==> src/rtl/theta_page_sequencer.sv <==
// Walks a 64-page Keccak state slice by slice, feeding current/previous page to the
// column-parity unit and writing each result back in place.
module theta_page_sequencer #(
    parameter int NUM_PAGES = 64,
    parameter int ADDR_W    = 6,
    parameter int PAGE_W    = 25
) (
    input  logic              clk,
    input  logic              rst,
    input  logic              start,
    output logic              busy,
    output logic              done,
    output logic [ADDR_W-1:0] mem_addr,
    output logic              mem_rd,
    input  logic [0:PAGE_W-1] mem_rdata,
    output logic              mem_wr,
    output logic [0:PAGE_W-1] mem_wdata,
    output logic              cal_start,
    input  logic              cal_finish,
    output logic [0:PAGE_W-1] cur_page,
    output logic [0:PAGE_W-1] prev_page,
    input  logic [0:PAGE_W-1] parity_out
);

    localparam logic [3:0] S_IDLE    = 4'd0;
    localparam logic [3:0] S_RD_LAST = 4'd1;
    localparam logic [3:0] S_LD_LAST = 4'd2;
    localparam logic [3:0] S_RD_CUR  = 4'd3;
    localparam logic [3:0] S_LD_CUR  = 4'd4;
    localparam logic [3:0] S_CAL     = 4'd5;
    localparam logic [3:0] S_WAIT    = 4'd6;
    localparam logic [3:0] S_WR      = 4'd7;
    localparam logic [3:0] S_DONE    = 4'd8;

    localparam logic [ADDR_W-1:0] LAST_PAGE = ADDR_W'(NUM_PAGES - 1);

    logic [3:0]        state;
    logic [ADDR_W-1:0] z;
    logic [0:PAGE_W-1] cur_r;
    logic [0:PAGE_W-1] prev_r;
    logic [0:PAGE_W-1] res_r;

    always_ff @(posedge clk or negedge rst) begin
        if (!rst) begin
            state  <= S_IDLE;
            z      <= '0;
            cur_r  <= '0;
            prev_r <= '0;
            res_r  <= '0;
        end else begin
            case (state)
                S_IDLE: begin
                    if (start) begin
                        z     <= '0;
                        state <= S_RD_LAST;
                    end
                end
                S_RD_LAST: state <= S_LD_LAST;
                S_LD_LAST: begin
                    prev_r <= mem_rdata;
                    state  <= S_RD_CUR;
                end
                S_RD_CUR: state <= S_LD_CUR;
                S_LD_CUR: begin
                    cur_r <= mem_rdata;
                    state <= S_CAL;
                end
                S_CAL: state <= S_WAIT;
                // finish is only honoured here, so a level held over from the last page is never reused
                S_WAIT: begin
                    if (cal_finish) begin
                        res_r <= parity_out;
                        state <= S_WR;
                    end
                end
                S_WR: begin
                    prev_r <= cur_r;
                    if (z == LAST_PAGE) begin
                        state <= S_DONE;
                    end else begin
                        z     <= z + ADDR_W'(1);
                        state <= S_RD_CUR;
                    end
                end
                S_DONE:  state <= S_IDLE;
                default: state <= S_IDLE;
            endcase
        end
    end

    always_comb begin
        mem_addr  = '0;
        mem_rd    = 1'b0;
        mem_wr    = 1'b0;
        mem_wdata = '0;
        cal_start = 1'b0;
        case (state)
            S_RD_LAST: begin
                mem_rd   = 1'b1;
                mem_addr = LAST_PAGE;
            end
            S_RD_CUR: begin
                mem_rd   = 1'b1;
                mem_addr = z;
            end
            S_CAL: cal_start = 1'b1;
            S_WR: begin
                mem_wr    = 1'b1;
                mem_addr  = z;
                mem_wdata = res_r;
            end
            default: ;
        endcase
    end

    assign busy      = (state != S_IDLE);
    assign done      = (state == S_DONE);
    assign cur_page  = cur_r;
    assign prev_page = prev_r;

endmodule

==> config.mk <==
export PLATFORM = sky130hd
export DESIGN_NAME = theta_page_sequencer
export DESIGN_NICKNAME = d
export VERILOG_FILES = /design/src/rtl/theta_page_sequencer.sv
export SDC_FILE = /design/constraint.sdc
export NUM_CORES = 1
export LEC_CHECK = 0
export CORE_MARGIN = 8
export CORE_UTILIZATION = 41
export DETAILED_ROUTE_END_ITERATION = 7
export PLACE_DENSITY = 0.76
export SLEW_MARGIN = 25
export SYNTH_ARGS = -nofsm -noshare
export SYNTH_HDL_FRONTEND = slang
export SYNTH_SLANG_ARGS = --single-unit
==> constraint.sdc <==
create_clock -name clk -period 1.8 [get_ports clk]
set_clock_uncertainty 0.1 [all_clocks]
set_input_delay 0.27 -clock clk [delete_from_list [all_inputs] [get_ports clk]]
set_output_delay 0.27 -clock clk [all_outputs]
set_load 0.02 [all_outputs]
Word level (Yosys, flattened, before mapping) --
Cells that the tools add are included.
Cells by class: muxes and demuxes 13, add/subtract/negate cells 1, equality and inequality tests 12, reductions and logical operators 9
Operators with widths (number):
- 25-bit case mux with 2 select lines | 1
- 4-bit case mux with 8 select lines | 1
- 25-bit two-way mux | 1
- 6-bit case mux with 2 select lines | 2
- 4-bit by 3-bit == test with 1-bit output (second input constant) | 4
- 4-bit two-way mux | 3
- 6-bit two-way mux | 2
- 4-bit by 2-bit == test with 1-bit output (second input constant) | 2
- 6-bit by 1-bit adder with 6-bit output (second input constant) | 1
- 6-bit == test (second input constant) | 1
- 2-bit inequality test (second input constant) | 3
- 4-bit by 1-bit == test with 1-bit output (second input constant) | 1
- 4-bit == test (second input constant) | 1
- 4-bit logical NOT | 1
- 2-bit AND reduction | 2
- 2-bit nonzero test | 2
- 4-bit nonzero test | 1
- 2-bit OR reduction | 2
- 1-bit two-way mux | 3
- 3-bit AND reduction | 1
Storage, ports and cells: flip-flop bits (word level) 85, input bits 54, output and inout port bits 86

Longest topological paths before layout --
Gate-level depths: netlist of the first run.
depth in word-level cells 3, mapped depth 7

Worst setup path after synthesis of the first run --
OpenSTA, ideal clock, no wires.
path type register to output, start point reg state[3], end point out mem_wdata[1] (netlist name), path slack -180 ps, data arrival time 1610 ps, cell stages (with the launch flop) 7, data required time 1430 ps, path buffers 3, cells stage by stage dfrtp_1 > nand4b_4 > inv_2 > buf_6 > buf_6 > clkbuf_1 > and2_1
Between the ends: cells in the longest elaborated chain, start to end 2
Ends and longest elaborated chain:
- from (decl) | line 37 | logic [3:0] state;
- from (signal assigned) | line 45 | state <= S_IDLE;
- from (signal assigned) | line 55 | state <= S_RD_LAST;
- from (signal assigned) | line 58 | S_RD_LAST: state <= S_LD_LAST;
- 4-bit by 3-bit == test with 1-bit output | line 97 | case (state)
- 25-bit two-way mux | line 97
- to (decl) | line 17 | output logic [0:PAGE_W-1] mem_wdata,
No other way between the ends.

Worst setup path after layout of the first run --
start point reg state[2], end point reg prev_r, in the netlist prev_page[20]
Between the ends: cells in the longest elaborated chain, start to end 2, elaborated cells on any way between the ends 4
Ends and longest elaborated chain:
- 4-bit by 3-bit == test with 1-bit output / 4-bit by 2-bit == test with 1-bit output (equally long branches) | line 51 | case (state)
- 25-bit case mux with 2 select lines / 2-bit nonzero test (equally long branches)
- to (signal assigned) | line 60 | prev_r <= mem_rdata;
- to (signal assigned) | line 77 | prev_r <= cur_r;
- to (decl) | line 40 | logic [0:PAGE_W-1] prev_r;
Parallel ways exist; a longest one is shown, timed or not. A chain may end at the register's enable or synchronous reset.

==> key figures, run 1 <==
Critical path
  • Worst Path Required: around 1900 ps
  • Arr. time, crit path: about 2100 ps
  • Crit path launch type: flip-flop
  • Crit Path Class: reg2reg
  • Crit path launch: state[2]
  • Crit Path Max Fanout: 12
  • CP endpoint kind: flip-flop
  • Worst r2r src: state[2]

STA
  • Setup TNS: -5676 ps
  • Slew HR: 76.12%
  • RSZ-0062 raised after global routing: yes
  • Fin crit share: 108.1%
  • Endpoints failing setup: 61
  • Min Hold Slack: about 260 ps
  • Final WS setup: -145.4 ps
  • Worst slew pin tran: around 360 ps
  • Crit path time final: between 1500 and 2000 ps
  • Max Clk Rate: 514.0 MHz
  • Final hold violation count: 0
  • Max-slew violations: 0

Drt
  • Vias per inst: between 5 and 6
  • WL final: approximately 12000 um
  • DRC Markers: 0
  • Post-route ant nets: 0
  • Avg WL per Cell: 18.88 um
  • DR pass1 iterations: 4
  • Vias: around 3200
  • Iter 0 DRT Violations: 108

Yosys
  • Yosys reg bits: between 80 and 90
  • Top cell type's share of synthesized area: 52.86%
  • Sequential area share after synthesis: around 53%
  • Post-synth EDFFs: 0
  • Primary FF master, synth: dfrtp_1
  • Syn. warnings: 0
  • Cells after Synth: 306
  • Yosys cell types: between 40 and 50
  • Dominant cells by area after synthesis: dfrtp_1, mux2_2, and2_1
  • Synth area leader: dfrtp_1
  • Net Count, Synth: 361
  • Mapped Area: 0.004024 mm2
  • Syn Area/Cell: around 13 um2
  • Async set-reset flop share out of synthesis: 100.0%

Cells and area
  • Post-route cell area: roughly 0.0066 mm2
  • Area Overhead vs Synth: 64.74%
  • Layout cell share with drive strength beyond 1: between 50% and 60%
  • Most common cell after layout, fill and taps aside: clkdlybuf4s50_1
  • Commonest cells after routing, fill and taps aside: clkdlybuf4s50_1, dfrtp_1, mux2_2
  • Final Util: roughly 69%
  • Inserted Diodes: 0
  • Nets: roughly 540

Clock tree
  • H-tree levels: 3
  • Clock Latency Late Sink: 350 ps
  • Clk buf depth: 2
  • CTS sink count: 85
  • Reg clk slew, reported paths: about 80 ps
  • CTS Buf Count: 9
  • CTS root buf: clkbuf_8
  • TritonCTS clock tree: built

Die
  • Die Ht: between 100 and 150 um
  • Die area: between 0.01 and 0.015 mm2
  • Chip Width: between 100 and 150 um
  • I/O pins: between 100 and 150
  • Core region area: between 0.009 and 0.01 mm2
  • Initial core utilization: about two fifths
  • # rows: 36

Power and ir drop
  • Worst VDD drop: slightly above 1 mV
  • Cell Pwr Density: about 2000 mW/mm2
  • LEAKAGE: around 2.9 nW

Worst hold path
  • Hold WC Path Type: in2async

GRT
  • Initial antenna violation count: 0
  • Vias in the first global route: between 3000 and 4000
  • GRT Residual Overflow: 0
  • Pin count of the biggest net entering global routing: 37
  • Total GRT Usage: 16.78%
  • First-pass GRT wire length: approximately 17000 um

Run
  • # Max-Cap Violations: 0

Placement
  • RD Place Congestion: approximately 0.8
  • Cell Area, Placed: 0.005813 mm2
  • Port Buffers: 139
  • Hpwl dp: 7669 um

Status
  • Outcome: complete, but fails checks
  • Failing checks: negative setup slack
path summary, 6_finish.rpt:
kind / slack (ps) / cells after the start / to
hold reg to reg: 410 / 1 / prev_page[7]
hold / removal: 260 / 2 / prev_page[7]
max in group asynchronous: 690 / 3 / prev_page[20]
setup reg to reg: -150 / 7 / prev_page[20]
setup / recovery: -150 / 7 / prev_page[20]
min in group clk: 410 / 1 / prev_page[7]
layer usage:
metal | GRT usage [%] | share of wire [%]
met5 | 0 | 0
met3 | 5.672 | 6.7
met4 | 6.217 | 1.4
met1 | 18.30 | 41
met2 | 29.58 | 51
flip-flops by register name, indices dropped and copies added (netlist names):
name       flops
prev_page     25
cur_page      25
res_r         25
state          4
z              6
critical path, stage by stage (launching register included):
cell and delay, ps:
dfrtp_2 440, buf_6 130, buf_6 110, xor2_2 170, nor3b_4 240, buf_6 150, buf_12 140, mux2_2 340
cells in the mapped netlist (all sizes together) (2+ instances only):
cell     number
buf          12
nor2          3
nand4         3
nand2b        2
o21ai         7
o211ai        3
nand3         4
and2         26
a21oi         8
mux2        100
a2bb2oi       2
xor2          2
nor3b         2
dfrtp        85
nor4b         2
inv           4
nor3          2
clkbuf        8
and3          2
a22oi         2
or3           2
nand2        10
timing repair:
item                                    4_1_cts  5_1_grt
endpoints found under the setup margin       61       91
gates resized for setup                     191      113
buffers inserted                              4        9
hold buffers                                  1        0
pin swaps                                     2       31
gates cloned                                  2        6
hold endpoints to repair                     25        0
kinds of logic (layout without fill, tap and decap cells):
kind of cell | count (synthesis) | count (layout) | share of synthesized area (%)
simple gates | 65 | 65 | 10.60
buf+inv | 24 | 210 | 3.202
compound gates | 29 | 29 | 4.602
mux | 100 | 100 | 27.99
flops | 85 | 85 | 52.86
fa+ha+maj | 1 | 1 | 0.3109
xor+xnor | 2 | 2 | 0.4354
area by class of cell:
cell class / instances / area [um2]
Fill cell: 720 / 3010
Tap cell: 133 / 166.4
Inverter: 4 / 20.02
Clock inverter: 4 / 70.07
Clock buffer: 12 / 155.1
Multi-Input combinational cell: 197 / 2046
Timing Repair Buffer: 190 / 2043
Sequential cell: 85 / 2128
per-stage QoR:
step           power (W)  setup WS, ps  instances
3_3_place_gp    0.009865        -194.3        590
3_5_place_dp     0.01002        -209.0        590
2_1_floorplan   0.007194        -24.49        306
4_1_cts          0.01204        -145.5        613
6_report         0.01304        -145.4        625
5_1_grt          0.01374        -232.8        625
power by group:
part           internal [W]  switching, W
combinational       0.00464       0.00339
clock              0.000855      0.000685
sequential          0.00288      0.000590
No activity file was read; power rests on OpenSTA's default activity.
==> run 2: changes to the inputs <==
ABC_AREA = 0   (was not set)
GPL_ROUTABILITY_DRIVEN = 0   (was not set)
==> results of run 2 <==
No change in the layout: final DEF, timing and power equal those of run 1.
